==> src/rtl/sr_ff_bank_if.sv <==
// Signal bundle for the clocked SR flip-flop bank.
// No valid/ready handshake: en, s, r and clr_err are level inputs sampled on every rising clk edge.
interface sr_ff_bank_if #(
  parameter int WIDTH = 4
);
  logic             en;
  logic [WIDTH-1:0] s;
  logic [WIDTH-1:0] r;
  logic             clr_err;
  logic [WIDTH-1:0] q;
  logic [WIDTH-1:0] qb;
  logic [WIDTH-1:0] rise;
  logic [WIDTH-1:0] fall;
  logic [WIDTH-1:0] conflict;
  logic [WIDTH-1:0] locked;   // debug view of each channel FSM (1 = LOCKED)

  modport master (
    output en, s, r, clr_err,
    input  q, qb, rise, fall, conflict, locked
  );

  modport slave (
    input  en, s, r, clr_err,
    output q, qb, rise, fall, conflict, locked
  );
endinterface

==> src/rtl/sr_ff_bank.sv <==
// WIDTH independent clocked SR cells with selectable S=R=1 resolution,
// sticky conflict flags, edge pulses and an optional per-channel dwell lockout.
module sr_ff_bank #(
  parameter int               WIDTH = 4,
  parameter int               MODE  = 0,
  parameter int               DWELL = 0,
  parameter logic [WIDTH-1:0] INIT  = '0
) (
  input  logic        clk,
  input  logic        rst,
  sr_ff_bank_if.slave bus
);

  localparam int CW = (DWELL > 0) ? $clog2(DWELL + 1) : 1;

  typedef enum logic {
    ST_OPEN   = 1'b0,
    ST_LOCKED = 1'b1
  } ch_state_e;

  logic [WIDTH-1:0] q_v;
  logic [WIDTH-1:0] rise_v;
  logic [WIDTH-1:0] fall_v;
  logic [WIDTH-1:0] conf_v;
  logic [WIDTH-1:0] locked_v;

  for (genvar i = 0; i < WIDTH; i++) begin : g_ch
    logic q_r;
    logic rise_r;
    logic fall_r;
    logic conf_r;
    logic dec;
    logic accept;

    always_comb begin
      dec = q_r;
      case ({bus.s[i], bus.r[i]})
        2'b10:   dec = 1'b1;
        2'b01:   dec = 1'b0;
        2'b11: begin
          case (MODE)
            1:       dec = 1'b1;
            2:       dec = 1'b0;
            3:       dec = ~q_r;
            default: dec = q_r;
          endcase
        end
        default: dec = q_r;
      endcase
    end

    if (DWELL > 0) begin : g_dwell
      ch_state_e      state;
      ch_state_e      state_nxt;
      logic [CW-1:0]  cnt;
      logic [CW-1:0]  cnt_nxt;

      always_ff @(posedge clk or posedge rst) begin
        if (rst) begin
          state <= ST_OPEN;
          cnt   <= '0;
        end else begin
          state <= state_nxt;
          cnt   <= cnt_nxt;
        end
      end

      // LOCKED always holds cnt >= 1 and leaves at 1, so the counter cannot underflow.
      always_comb begin
        state_nxt = state;
        cnt_nxt   = cnt;
        accept    = 1'b0;
        if (bus.en) begin
          case (state)
            ST_OPEN: begin
              if (dec != q_r) begin
                accept    = 1'b1;
                state_nxt = ST_LOCKED;
                cnt_nxt   = CW'(DWELL);
              end
            end
            ST_LOCKED: begin
              cnt_nxt = cnt - 1'b1;
              if (cnt == CW'(1)) state_nxt = ST_OPEN;
            end
            default: state_nxt = ST_OPEN;
          endcase
        end
      end

      assign locked_v[i] = (state == ST_LOCKED);
    end else begin : g_nodwell
      assign accept      = bus.en && (dec != q_r);
      assign locked_v[i] = 1'b0;
    end

    always_ff @(posedge clk or posedge rst) begin
      if (rst) begin
        q_r    <= INIT[i];
        rise_r <= 1'b0;
        fall_r <= 1'b0;
        conf_r <= 1'b0;
      end else begin
        rise_r <= accept & dec;
        fall_r <= accept & ~dec;
        if (accept) q_r <= dec;
        // A new conflict outranks a simultaneous clear.
        if (bus.en && bus.s[i] && bus.r[i]) conf_r <= 1'b1;
        else if (bus.clr_err)               conf_r <= 1'b0;
      end
    end

    assign q_v[i]    = q_r;
    assign rise_v[i] = rise_r;
    assign fall_v[i] = fall_r;
    assign conf_v[i] = conf_r;
  end

  assign bus.q        = q_v;
  assign bus.qb       = ~q_v;
  assign bus.rise     = rise_v;
  assign bus.fall     = fall_v;
  assign bus.conflict = conf_v;
  assign bus.locked   = locked_v;

endmodule

==> src/flat_wrapper.sv <==
// flat-port wrapper written by rule: the top's interface ports become plain ports
module sr_ff_bank_flat 
#(
  parameter int               WIDTH = 4,
  parameter int               MODE  = 0,
  parameter int               DWELL = 0,
  parameter logic [WIDTH-1:0] INIT  = '0
)
  (clk, rst, bus_en, bus_s, bus_r, bus_clr_err, bus_q, bus_qb, bus_rise, bus_fall, bus_conflict, bus_locked);
  sr_ff_bank_if #(.WIDTH(WIDTH)) bus_i ();
  input  logic clk;
  input  logic rst;
  input wire logic [$bits(bus_i.en)-1:0] bus_en;
  input wire logic [$bits(bus_i.s)-1:0] bus_s;
  input wire logic [$bits(bus_i.r)-1:0] bus_r;
  input wire logic [$bits(bus_i.clr_err)-1:0] bus_clr_err;
  output wire logic [$bits(bus_i.q)-1:0] bus_q;
  output wire logic [$bits(bus_i.qb)-1:0] bus_qb;
  output wire logic [$bits(bus_i.rise)-1:0] bus_rise;
  output wire logic [$bits(bus_i.fall)-1:0] bus_fall;
  output wire logic [$bits(bus_i.conflict)-1:0] bus_conflict;
  output wire logic [$bits(bus_i.locked)-1:0] bus_locked;
  assign bus_i.en = bus_en;
  assign bus_i.s = bus_s;
  assign bus_i.r = bus_r;
  assign bus_i.clr_err = bus_clr_err;
  assign bus_q = bus_i.q;
  assign bus_qb = bus_i.qb;
  assign bus_rise = bus_i.rise;
  assign bus_fall = bus_i.fall;
  assign bus_conflict = bus_i.conflict;
  assign bus_locked = bus_i.locked;
  sr_ff_bank #(.WIDTH(WIDTH), .MODE(MODE), .DWELL(DWELL), .INIT(INIT)) u_core (.clk(clk), .rst(rst), .bus(bus_i));
endmodule
==> config.mk <==
export PLATFORM = sky130hd
export DESIGN_NAME = sr_ff_bank_flat
export DESIGN_NICKNAME = d
export VERILOG_FILES = /design/src/rtl/sr_ff_bank_if.sv /design/src/rtl/sr_ff_bank.sv /design/src/flat_wrapper.sv
export SDC_FILE = /design/constraint.sdc
export NUM_CORES = 1
export LEC_CHECK = 0
export BUFFER_PORTS_ARGS = -buffer_cell sky130_fd_sc_hd__clkbuf_2
export CAP_MARGIN = 25
export CELL_PAD_IN_SITES_DETAIL_PLACEMENT = 0
export CELL_PAD_IN_SITES_GLOBAL_PLACEMENT = 1
export CORE_ASPECT_RATIO = 1.2
export CORE_MARGIN = 8
export CORE_UTILIZATION = 33
export CTS_CLUSTER_DIAMETER = 150
export CTS_CLUSTER_SIZE = 10
export DETAILED_ROUTE_END_ITERATION = 10
export PLACE_DENSITY_LB_ADDON = 0.1
export SLEW_MARGIN = 20
export SYNTH_ARGS = -nofsm -noshare
export SYNTH_HDL_FRONTEND = slang
export SYNTH_SLANG_ARGS = --single-unit
==> constraint.sdc <==
create_clock -name clk -period 1.6 [get_ports clk]
set_clock_uncertainty 0.15 [all_clocks]
set_input_delay 0.32 -clock clk [delete_from_list [all_inputs] [get_ports clk]]
set_output_delay 0.32 -clock clk [all_outputs]
set_load 0.005 [all_outputs]
==> results of run 1 <==
[power by group through the flow]
stage / logic, mW / registers (mW) / clock network, mW
final: 0.151 / 0.456 / 0.201
after global routing: 0.177 / 0.461 / 0.228
after CTS: 0.157 / 0.457 / 0.215
after detailed placement: 0.154 / 0.465 / 0
after global placement: 0.153 / 0.463 / 0
after floorplan: 0.123 / 0.460 / 0
[path summary, 6_finish.rpt]
path,start,endpoint,slack [ns],depth (start not counted)
worst max register to register,u_core.g_ch[2].q_r,u_core.g_ch[2].q_r,0.63,1
max in group asynchronous,rst,u_core.g_ch[0].q_r,0.68,4
min in group asynchronous,rst,u_core.g_ch[2].fall_r,0.43,4
worst min-delay path,bus_clr_err,u_core.g_ch[2].conf_r,0.13,2
worst max-delay path,u_core.g_ch[1].q_r,bus_qb[1],0.25,2
worst min register to register,u_core.g_ch[0].q_r,u_core.g_ch[0].rise_r,0.33,1
[cell usage in the layout (no fill, tap or decap)]
cell type,n
clkbuf_2,31
dfrtp_1,16
inv_1,13
nand3_1,4
o21ai_0,4
nor3b_1,4
ha_1,4
conb_1,4
nand2b_1,3
nor3_1,3
clkbuf_4,3
mux2_1,2
mux2_2,2
and2b_1,1
and3_1,1
dlygate4sd3_1,1
buf_4,1
[metrics by stage]
step                worst slack [ns]  hold slack [ns]  utilization, %  power [mW]
finish                         0.253            0.131            39.1       0.807
global route                   0.185            0.114            39.1       0.865
CTS                            0.228            0.124            39.1       0.829
detailed placement            0.0621            0.176            37.7       0.619
global placement              0.0898            0.169            37.7       0.616
floorplan                      0.205           0.0837               -       0.583
[area by class of cell]
type	instances	area [um^2]
sequential	16	400
tap	31	38.8
fill	269	1420
multi-input combinational	32	228
inverter	13	48.8
timing repair buffer	33	173
clock buffer	3	22.5
[critical path: cells and delay by family (launching register included)]
| family | cells | cell delay [ns] |
|---|---|---|
| buf+inv | 2 | 0.20 |
| flops | 1 | 0.40 |
[routing by layer]
layer,vias to the layer above,part of all wire [%],wire [um],track usage [%]
li1,261,-,-,-
met1,231,38,556,8.38
met2,21,47,684,11.0
met3,2,14,200,2.93
met4,0,0.89,13,3.81
met5,-,0,0,0
[flip-flops by register name (all words and copies together), names as in the netlist]
register,cells
u_core.g_ch.rise_r,4
u_core.g_ch.q_r,4
u_core.g_ch.conf_r,4
u_core.g_ch.fall_r,4
[timing repair]
item                       4_1_cts  5_1_grt
hold endpoints to repair        16        0
setup endpoints to repair        0        0
hold buffers                     1        0
setup buffers                    0        0
[cell families after synthesis]
logic type | synth area share [%]
mux | 5.52
buf+inv | 24.4
flops | 49.1
compound gates | 2.45
other cells | 0.460
simple gates | 12.0
fa+ha+maj | 6.14
==> impl_metrics.csv, run 1 <==
group,metric,value,unit
timing,min_period_over_period,84.2,%
critical_path,critical_path_class,"reg -> out",
critical_path,cp_slowest_stage_delay,0.40,ns
route,routed-via-count,515,
timing,timing_max_transition_violations_final,0,
die,die-width,61.4,um
cells_and_area,stdcell_count,128,
timing,rsz0062_at_grt,"false",
synth,synthTopCellsByArea,"dfrtp_1 (49%), buf_4 (18%), ha_1 (6.1%), inv_1 (6.0%), nor3b_1 (3.7%)",
clock_network,cts.path.max_buffers,2,
die,start_util,35.0,%
timing,maximum_frequency_from_static_timing_analysis,0.742,GHz
clock_network,cts-root-buf,"clkbuf_4",
clock_network,cts_tree,"yes",
route,vias_per_cell,4.02,
critical_path,critPathArrivalTime,0.88,ns
pwr,power.static_leakage,0.518,nW
synth,synth-seq-cells,16,
die,std_cell_rows,19,
synth,synthDistinctLibCells,14,
synth,synth_flop_cell,"dfrtp_1",
placed_design,detailed_place_hpwl,1.21,mm
critical_path,crit_fanout,3,
die,die-area,4330,um^2
synth,syn_area,816,um^2
die,die_h,70.5,um
route,drt_initial_violations,8,
pwr,power.switching_fraction,25.8,%
clock_network,tritoncts.num_buffers,3,
pwr,ir_drop,0.344,mV
route,drt_pre_antenna_iters,2,
critical_path,critical_path.cell_chain,"inv_1 -> clkbuf_2",
clock_network,clock_latency_of_the_later_clocked_register_in_the_worst_skew_pair,0.27,ns
synth,synth_common_cells,"buf_4 (20), dfrtp_1 (16), inv_1 (13)",
clock_network,cts.clk_slew.worst_paths,0.09,ns
clock_network,cts.htree.levels,1,
clock_network,clock_sinks,16,
clock_network,post_cts.resized_instances,0,
critical_path,critical-path-slowest-cell,"dfrtp_1",
placed_design,place.detailed.instances,124,
global_route,first_global_vias,558,
cells_and_area,diodes,0,
critical_path,startpoint_type,"register",
critical_path,timing.critical_path.to_type,"output port",
timing,report.final.setup_viol,0,
route,detail-route-antenna-nets,0,
flow_run,max_cap_viol_count,0,
critical_path,cp_data_required_time,1.13,ns
global_route,maximum_number_of_pins_on_one_net_before_global_route_repair,17,
cells_and_area,area_delta_synth_final,11.7,%
global_route,wire_length_of_the_first_global_routing_pass,2.43,mm
synth,synth_largest_area_cell,"dfrtp_1",
die,design.core.area,2330,um^2
pwr,switchingPower,0.208,mW
worst_hold_path,holdCritPathClass,"in -> reg",
global_route,number_of_antenna_violations_at_the_first_check_in_global_routing,0,
cells_and_area,final_area,911,um^2
placed_design,placed_area,878,um^2
pwr,internal_power,0.599,mW
cells_and_area,drive_gt1_share,38.1,%
synth,yosysWarnings,0,
synth,post_synth_inst_count,78,
synth,yosysMostFrequentCell,"buf_4",
pwr,share_of_total_power_in_sequential_cells,56.5,%
synth,async_flop_share,100,%
global_route,total_grt_overflow,0,
pwr,pwr-share-clk,24.9,%
timing,timing_hold_violations_final,0,
timing,setup-tns-final,0,ns
pwr,cellPowerDensity,886,nW/um^2
placed_design,placement.io_buffers,31,
cells_and_area,nets_finish,115,
route,drt-wirelength-per-cell,11.4,um
global_route,groute.usage.overall,7.26,%
route,drt-total-wl,1.46,mm
pwr,power_frac_comb,18.7,%
route,remaining_drc_errors,0,
synth,synth_enable_flop_cells,0,
synth,synth_area_per_cell,10.5,um^2
timing,min_period,1.35,ns
outcome,outcome,"finished clean",
die,design.portCount,36,
placed_design,gpl.final_weighted_congestion,0.660,
synth,synthDominantCellAreaShare,49.1,%
synth,ys_seq_area_share,49.1,%
(Power assumes the default switching activity.)
==> inputs of run 2 (changes only) <==
==> constraint.sdc (replaced) <==
create_clock -name clk -period 1.32 [get_ports clk]
set_clock_uncertainty 0.15 [all_clocks]
set_input_delay 0.264 -clock clk [delete_from_list [all_inputs] [get_ports clk]]
set_output_delay 0.264 -clock clk [all_outputs]
set_load 0.005 [all_outputs]
==> run 2 against run 1 <==
Wire length increased by 2.3%. Critical path depth unchanged. Sequential power increased by 22%. First-iteration DRC count increased by 50%. Hold slack got worse by 0.068 ns. Global-route usage increased by 0.86 points. Power increased by 36%. Largest power group unchanged.
==> impl_metrics.csv, run 2 (synthesized netlist as in run 1, its figures left out) <==
group,metric,value,unit
route,detail-route-antenna-nets,0,
worst_hold_path,holdCritPathClass,"in -> reg",
pwr,cellPowerDensity,1110,nW/um^2
critical_path,reg2reg_depth,1,
clock_network,clock_latency_of_the_later_clocked_register_in_the_worst_skew_pair,0.28,ns
clock_network,cts.htree.levels,1,
die,design.core.area,2330,um^2
cells_and_area,final_cell_mix,"clkbuf_2 (28), dfrtp_1 (16), inv_1 (9)",
worst_hold_path,hold_path_startpoint,"bus_clr_err",
route,drt-total-wl,1.49,mm
placed_design,placement.io_buffers,31,
global_route,groute.usage.overall,8.11,%
placed_design,setup_ws_pre_cts,-0.133,ns
cells_and_area,layout_commonest_cell,"clkbuf_2",
outcome,outcome,"finished clean",
critical_path,critical_path_class,"reg -> out",
critical_path,cp_data_required_time,0.91,ns
timing,min_period_over_period,96.9,%
timing,maximum_frequency_from_static_timing_analysis,0.782,GHz
pwr,ir_drop,0.470,mV
critical_path,critPathArrivalTime,0.87,ns
critical_path,r2r_end,"u_core.g_ch[2].q_r",
timing,min_period,1.28,ns
clock_network,cts.path.max_buffers,2,
timing,report.final.setup_viol,0,
route,vias_per_cell,4.03,
critical_path,startpoint_type,"register",
route,drt-wirelength-per-cell,11.0,um
timing,postLayoutSetupSlackWorst,0.0408,ns
cells_and_area,nets_finish,121,
global_route,number_of_antenna_violations_at_the_first_check_in_global_routing,0,
die,die_h,70.5,um
die,std_cell_rows,19,
route,drt_pre_antenna_iters,2,
die,design.portCount,36,
placed_design,gpl.final_weighted_congestion,0.680,
worst_hold_path,whs_endpoint,"u_core.g_ch[2].conf_r",
timing,timing_hold_violations_final,0,
placed_design,detailed_place_hpwl,1.23,mm
critical_path,timing.critical_path.to_type,"output port",
worst_hold_path,whs_path_depth,2,
route,routed-via-count,544,
clock_network,cts_tree,"yes",
clock_network,clock_sinks,16,
global_route,total_grt_overflow,0,
die,die-area,4330,um^2
global_route,wire_length_of_the_first_global_routing_pass,2.66,mm
timing,timing_max_transition_violations_final,0,
critical_path,setup.reg_to_reg.worst_slack,0.35,ns
timing,rsz0062_at_grt,"true",
die,start_util,35.0,%
clock_network,cts-root-buf,"clkbuf_4",
cells_and_area,area_delta_synth_final,21.6,%
pwr,power.static_leakage,0.561,nW
cells_and_area,final.fill_count,259,
flow_run,max_cap_viol_count,0,
global_route,first_global_vias,607,
route,remaining_drc_errors,0,
critical_path,crit_fanout,3,
clock_network,tritoncts.num_buffers,3,
critical_path,r2r_start,"u_core.g_ch[2].q_r",
cells_and_area,drive_gt1_share,47.1,%
cells_and_area,diodes,0,
die,die-width,61.4,um
route,drt_initial_violations,12,
global_route,maximum_number_of_pins_on_one_net_before_global_route_repair,17,
clock_network,cts.clk_slew.worst_paths,0.09,ns
timing,setup-tns-final,0,ns
-- run 2: cell types whose count changed in the layout (fill, tap and decap cells not counted), moves of 3 or more --
cell	before	now
inv_1	13	9
buf_6	0	3
clkbuf_2	31	28
inv_2	0	4
buf_4	1	7
-- run 2: metal layers --
layer	up-vias	GRT usage (%)	wire [um]
met3	2	2.20	179
met5	-	0	0
met2	22	12.2	706
met1	245	8.92	566
li1	275	-	-
met4	0	6.85	36
-- run 2: worst max path at each step --
| stage | endpoint | startpoint | depth (start not counted) | slack (ns) |
|---|---|---|---|---|
| 4_1_cts | bus_qb[1] | u_core.g_ch[1].q_r | 2 | -0.004 |
| 2_1_floorplan | u_core.g_ch[1].q_r | bus_r[1] | 4 | 0.002 |
| 6_report | bus_qb[1] | u_core.g_ch[1].q_r | 2 | 0.04 |
| 5_1_grt | bus_qb[0] | u_core.g_ch[0].q_r | 2 | -0.01 |
| 3_3_place_gp | u_core.g_ch[1].q_r | bus_r[1] | 5 | -0.1 |
| 3_5_place_dp | u_core.g_ch[1].q_r | bus_r[1] | 5 | -0.13 |
-- run 2: what timing repair did --
| action | 4_1_cts | 5_1_grt |
|---|---|---|
| hold buffers | 1 | 0 |
| endpoints found under the hold margin | 16 | 0 |
| pin swaps | 0 | 0 |
| setup endpoints to repair | 2 | 4 |
| gates resized for setup | 1 | 7 |
| setup buffers | 1 | 0 |
-- run 2: report_power, final --
part | internal (mW) | switching, mW | total, mW | leakage, nW
logic | 0.131 | 0.0976 | 0.229 | 0.326
clock network | 0.168 | 0.144 | 0.311 | 0.0210
registers | 0.529 | 0.0282 | 0.557 | 0.214
-- run 2: worst max-delay path, cell delays in order (launching register included) --
cell and delay, ns:
dfrtp_1 0.42, inv_2 0.08, buf_6 0.09
-- run 2: metrics by stage --
step / cell area (um^2) / std cells / power (mW) / hold slack, ns / utilization, %
after floorplan: 831 / 81 / 0.712 / 0.0277 / -
after global placement: 920 / 129 / 0.767 / 0.112 / 39.5
after detailed placement: 920 / 129 / 0.772 / 0.117 / 39.5
after CTS: 973 / 135 / 1.11 / 0.0505 / 41.8
after global routing: 992 / 135 / 1.17 / 0.0611 / 42.6
final: 992 / 135 / 1.10 / 0.0624 / 42.6
-- run 2: layout make-up --
type / instances / area (um^2) / area share, %
inverter: 13 / 48.8 / 4.92
tap: 31 / 38.8 / 3.91
sequential: 16 / 400 / 40.4
timing repair buffer: 39 / 236 / 23.8
multi-input combinational: 32 / 231 / 23.3
clock buffer: 4 / 36.3 / 3.66
==> inputs of run 3 (changes only) <==
--- a/config.mk
+++ b/config.mk
@@ -15,7 +15,7 @@
 export CTS_CLUSTER_DIAMETER = 150
 export CTS_CLUSTER_SIZE = 10
 export DETAILED_ROUTE_END_ITERATION = 10
-export PLACE_DENSITY_LB_ADDON = 0.1
+export PLACE_DENSITY = 0.88
 export SLEW_MARGIN = 20
 export SYNTH_ARGS = -nofsm -noshare
 export SYNTH_HDL_FRONTEND = slang
==> run 3 against run 2 <==
Core utilization rose by 1.7 points. Worst setup slack gained 0.010 ns. First-iteration DRC count is 50% higher. Count of clock-buffer cells in the layout unchanged. Die area stayed put. Non-clock buffer count up 7. Maximum frequency grew 0.82%. Final cell count rose by 5.2%. Register-to-register slack lost 0.12 ns. Power grew 2.4%. Combinational power up 14%. Critical path type unchanged. Critical endpoint is now bus_qb[0]. Largest cell class unchanged. Highest routed layer is now met3.
==> impl_metrics.csv, run 3 (synthesized netlist as in run 1, its figures left out) <==
group,metric,value,unit
route,drt_pre_antenna_iters,2,
cells_and_area,final_cell_mix,"clkbuf_2 (30), dfrtp_1 (16), buf_4 (14)",
critical_path,critical-path-slowest-cell,"dfrtp_1",
route,remaining_drc_errors,0,
route,routed-via-count,592,
placed_design,setup_ws_pre_cts,-0.148,ns
critical_path,critical_path_class,"reg -> out",
clock_network,cts_tree,"yes",
flow_run,max_cap_viol_count,0,
route,met2_length,740,um
timing,rsz0062_at_grt,"true",
global_route,total_grt_overflow,0,
placed_design,placed_area,935,um^2
placed_design,placement.io_buffers,31,
global_route,wire_length_of_the_first_global_routing_pass,2.79,mm
clock_network,clock_sinks,16,
timing,timing_hold_violations_final,0,
global_route,maximum_number_of_pins_on_one_net_before_global_route_repair,17,
critical_path,setup.reg_to_reg.worst_slack,0.23,ns
outcome,outcome,"finished clean",
critical_path,timing.critical_path.to_type,"output port",
route,detail-route-antenna-nets,0,
critical_path,timing.critical_path.buf_inv,2,
timing,min_period,1.27,ns
cells_and_area,nets_finish,128,
critical_path,critPathArrivalTime,0.85,ns
route,drt-wirelength-per-cell,11.0,um
critical_path,family_with_the_most_delay_on_the_worst_path,"flip-flops",
global_route,groute.usage.overall,8.12,%
die,design.core.area,2330,um^2
clock_network,cts.path.max_buffers,2,
cells_and_area,stdcell_count,142,
cells_and_area,drive_gt1_share,50.5,%
cells_and_area,final_core_utilization,44.3,%
worst_hold_path,whs_path_depth,2,
route,vias_per_cell,4.17,
clock_network,clock_latency_of_the_later_clocked_register_in_the_worst_skew_pair,0.28,ns
pwr,power.static_leakage,0.591,nW
cells_and_area,layout_commonest_cell,"clkbuf_2",
timing,min_period_over_period,96.1,%
route,met3WireLength,252,um
clock_network,cts.htree.levels,1,
critical_path,r2r_start,"u_core.g_ch[2].q_r",
route,drt_initial_violations,18,
timing,postLayoutSetupSlackWorst,0.0512,ns
placed_design,gpl.final_weighted_congestion,0.726,
cells_and_area,diodes,0,
cells_and_area,area_delta_synth_final,26.5,%
route,top_layer,"met3",
critical_path,reg2reg_depth,2,
die,design.portCount,36,
critical_path,r2r_end,"u_core.g_ch[2].q_r",
die,std_cell_rows,19,
timing,report.final.setup_viol,0,
placed_design,detailed_place_hpwl,1.30,mm
worst_hold_path,whs_endpoint,"u_core.g_ch[3].conf_r",
clock_network,cts-root-buf,"clkbuf_4",
die,die_h,70.5,um
global_route,first_global_vias,630,
timing,maximum_frequency_from_static_timing_analysis,0.788,GHz
worst_hold_path,holdCritPathClass,"in -> reg",
worst_hold_path,hold_path_startpoint,"bus_clr_err",
route,drt-total-wl,1.56,mm
clock_network,cts.clk_slew.worst_paths,0.09,ns
clock_network,tritoncts.num_buffers,3,
die,die-width,61.4,um
pwr,cellPowerDensity,1090,nW/um^2
route,wl_met1,566,um
die,die-area,4330,um^2
critical_path,cp_data_required_time,0.91,ns
timing,timing_max_transition_violations_final,0,
placed_design,place.detailed.instances,131,
critical_path,cp_slowest_stage_delay,0.42,ns
critical_path,critical_path.cell_chain,"inv_2 -> buf_6",
die,start_util,35.0,%
cells_and_area,final_area,1030,um^2
critical_path,startpoint_type,"register",
pwr,ir_drop,0.438,mV
global_route,number_of_antenna_violations_at_the_first_check_in_global_routing,0,
critical_path,crit_fanout,3,
[run 3: area by class of cell]
class,count,area [um^2]
Fill cell,242,1300
Inverter,13,48.8
Sequential cell,16,400
Clock buffer,4,36.3
Multi-Input combinational cell,32,231
Tap cell,31,38.8
Timing Repair Buffer,46,277
[run 3: power breakdown]
part,leakage [nW],switching (mW),internal [mW],total [mW]
Sequential,0.214,0.0263,0.529,0.555
Combinational,0.356,0.110,0.152,0.262
Clock,0.0210,0.139,0.168,0.307
[run 3: timing repair]
action / in CTS / in global routing
hold endpoints to repair: 16 / 0
buffers inserted: 2 / 4
resized for setup: 0 / 5
hold buffers: 1 / 0
pin swaps: 0 / 0
endpoints found under the setup margin: 2 / 4
[run 3: metal layers]
| metal | track usage [%] | vias up |
|---|---|---|
| li1 | - | 289 |
| met1 | 9.25 | 277 |
| met2 | 13.3 | 26 |
| met3 | 3.30 | 0 |
| met4 | 2.28 | 0 |
| met5 | 0 | - |
[run 3: worst max path at each step]
stage | startpoint | end | slack (ns) | depth (start not counted)
2_1_floorplan | bus_r[1] | u_core.g_ch[1].q_r | 0.002 | 4
3_3_place_gp | bus_r[1] | u_core.g_ch[1].q_r | -0.10 | 5
3_5_place_dp | bus_r[2] | u_core.g_ch[2].q_r | -0.15 | 5
4_1_cts | u_core.g_ch[1].q_r | bus_qb[1] | 0.005 | 2
5_1_grt | u_core.g_ch[3].q_r | bus_qb[3] | -0.02 | 2
6_report | u_core.g_ch[0].q_r | bus_qb[0] | 0.05 | 2
[run 3: per-stage QoR]
step                hold WS [ns]  power, mW  TNS [ns]
finish                    0.0614       1.12         0
global route              0.0646       1.21   -0.0374
CTS                       0.0555       1.10         0
detailed placement         0.111      0.776    -0.745
global placement           0.107      0.766    -0.459
floorplan                 0.0277      0.712         0
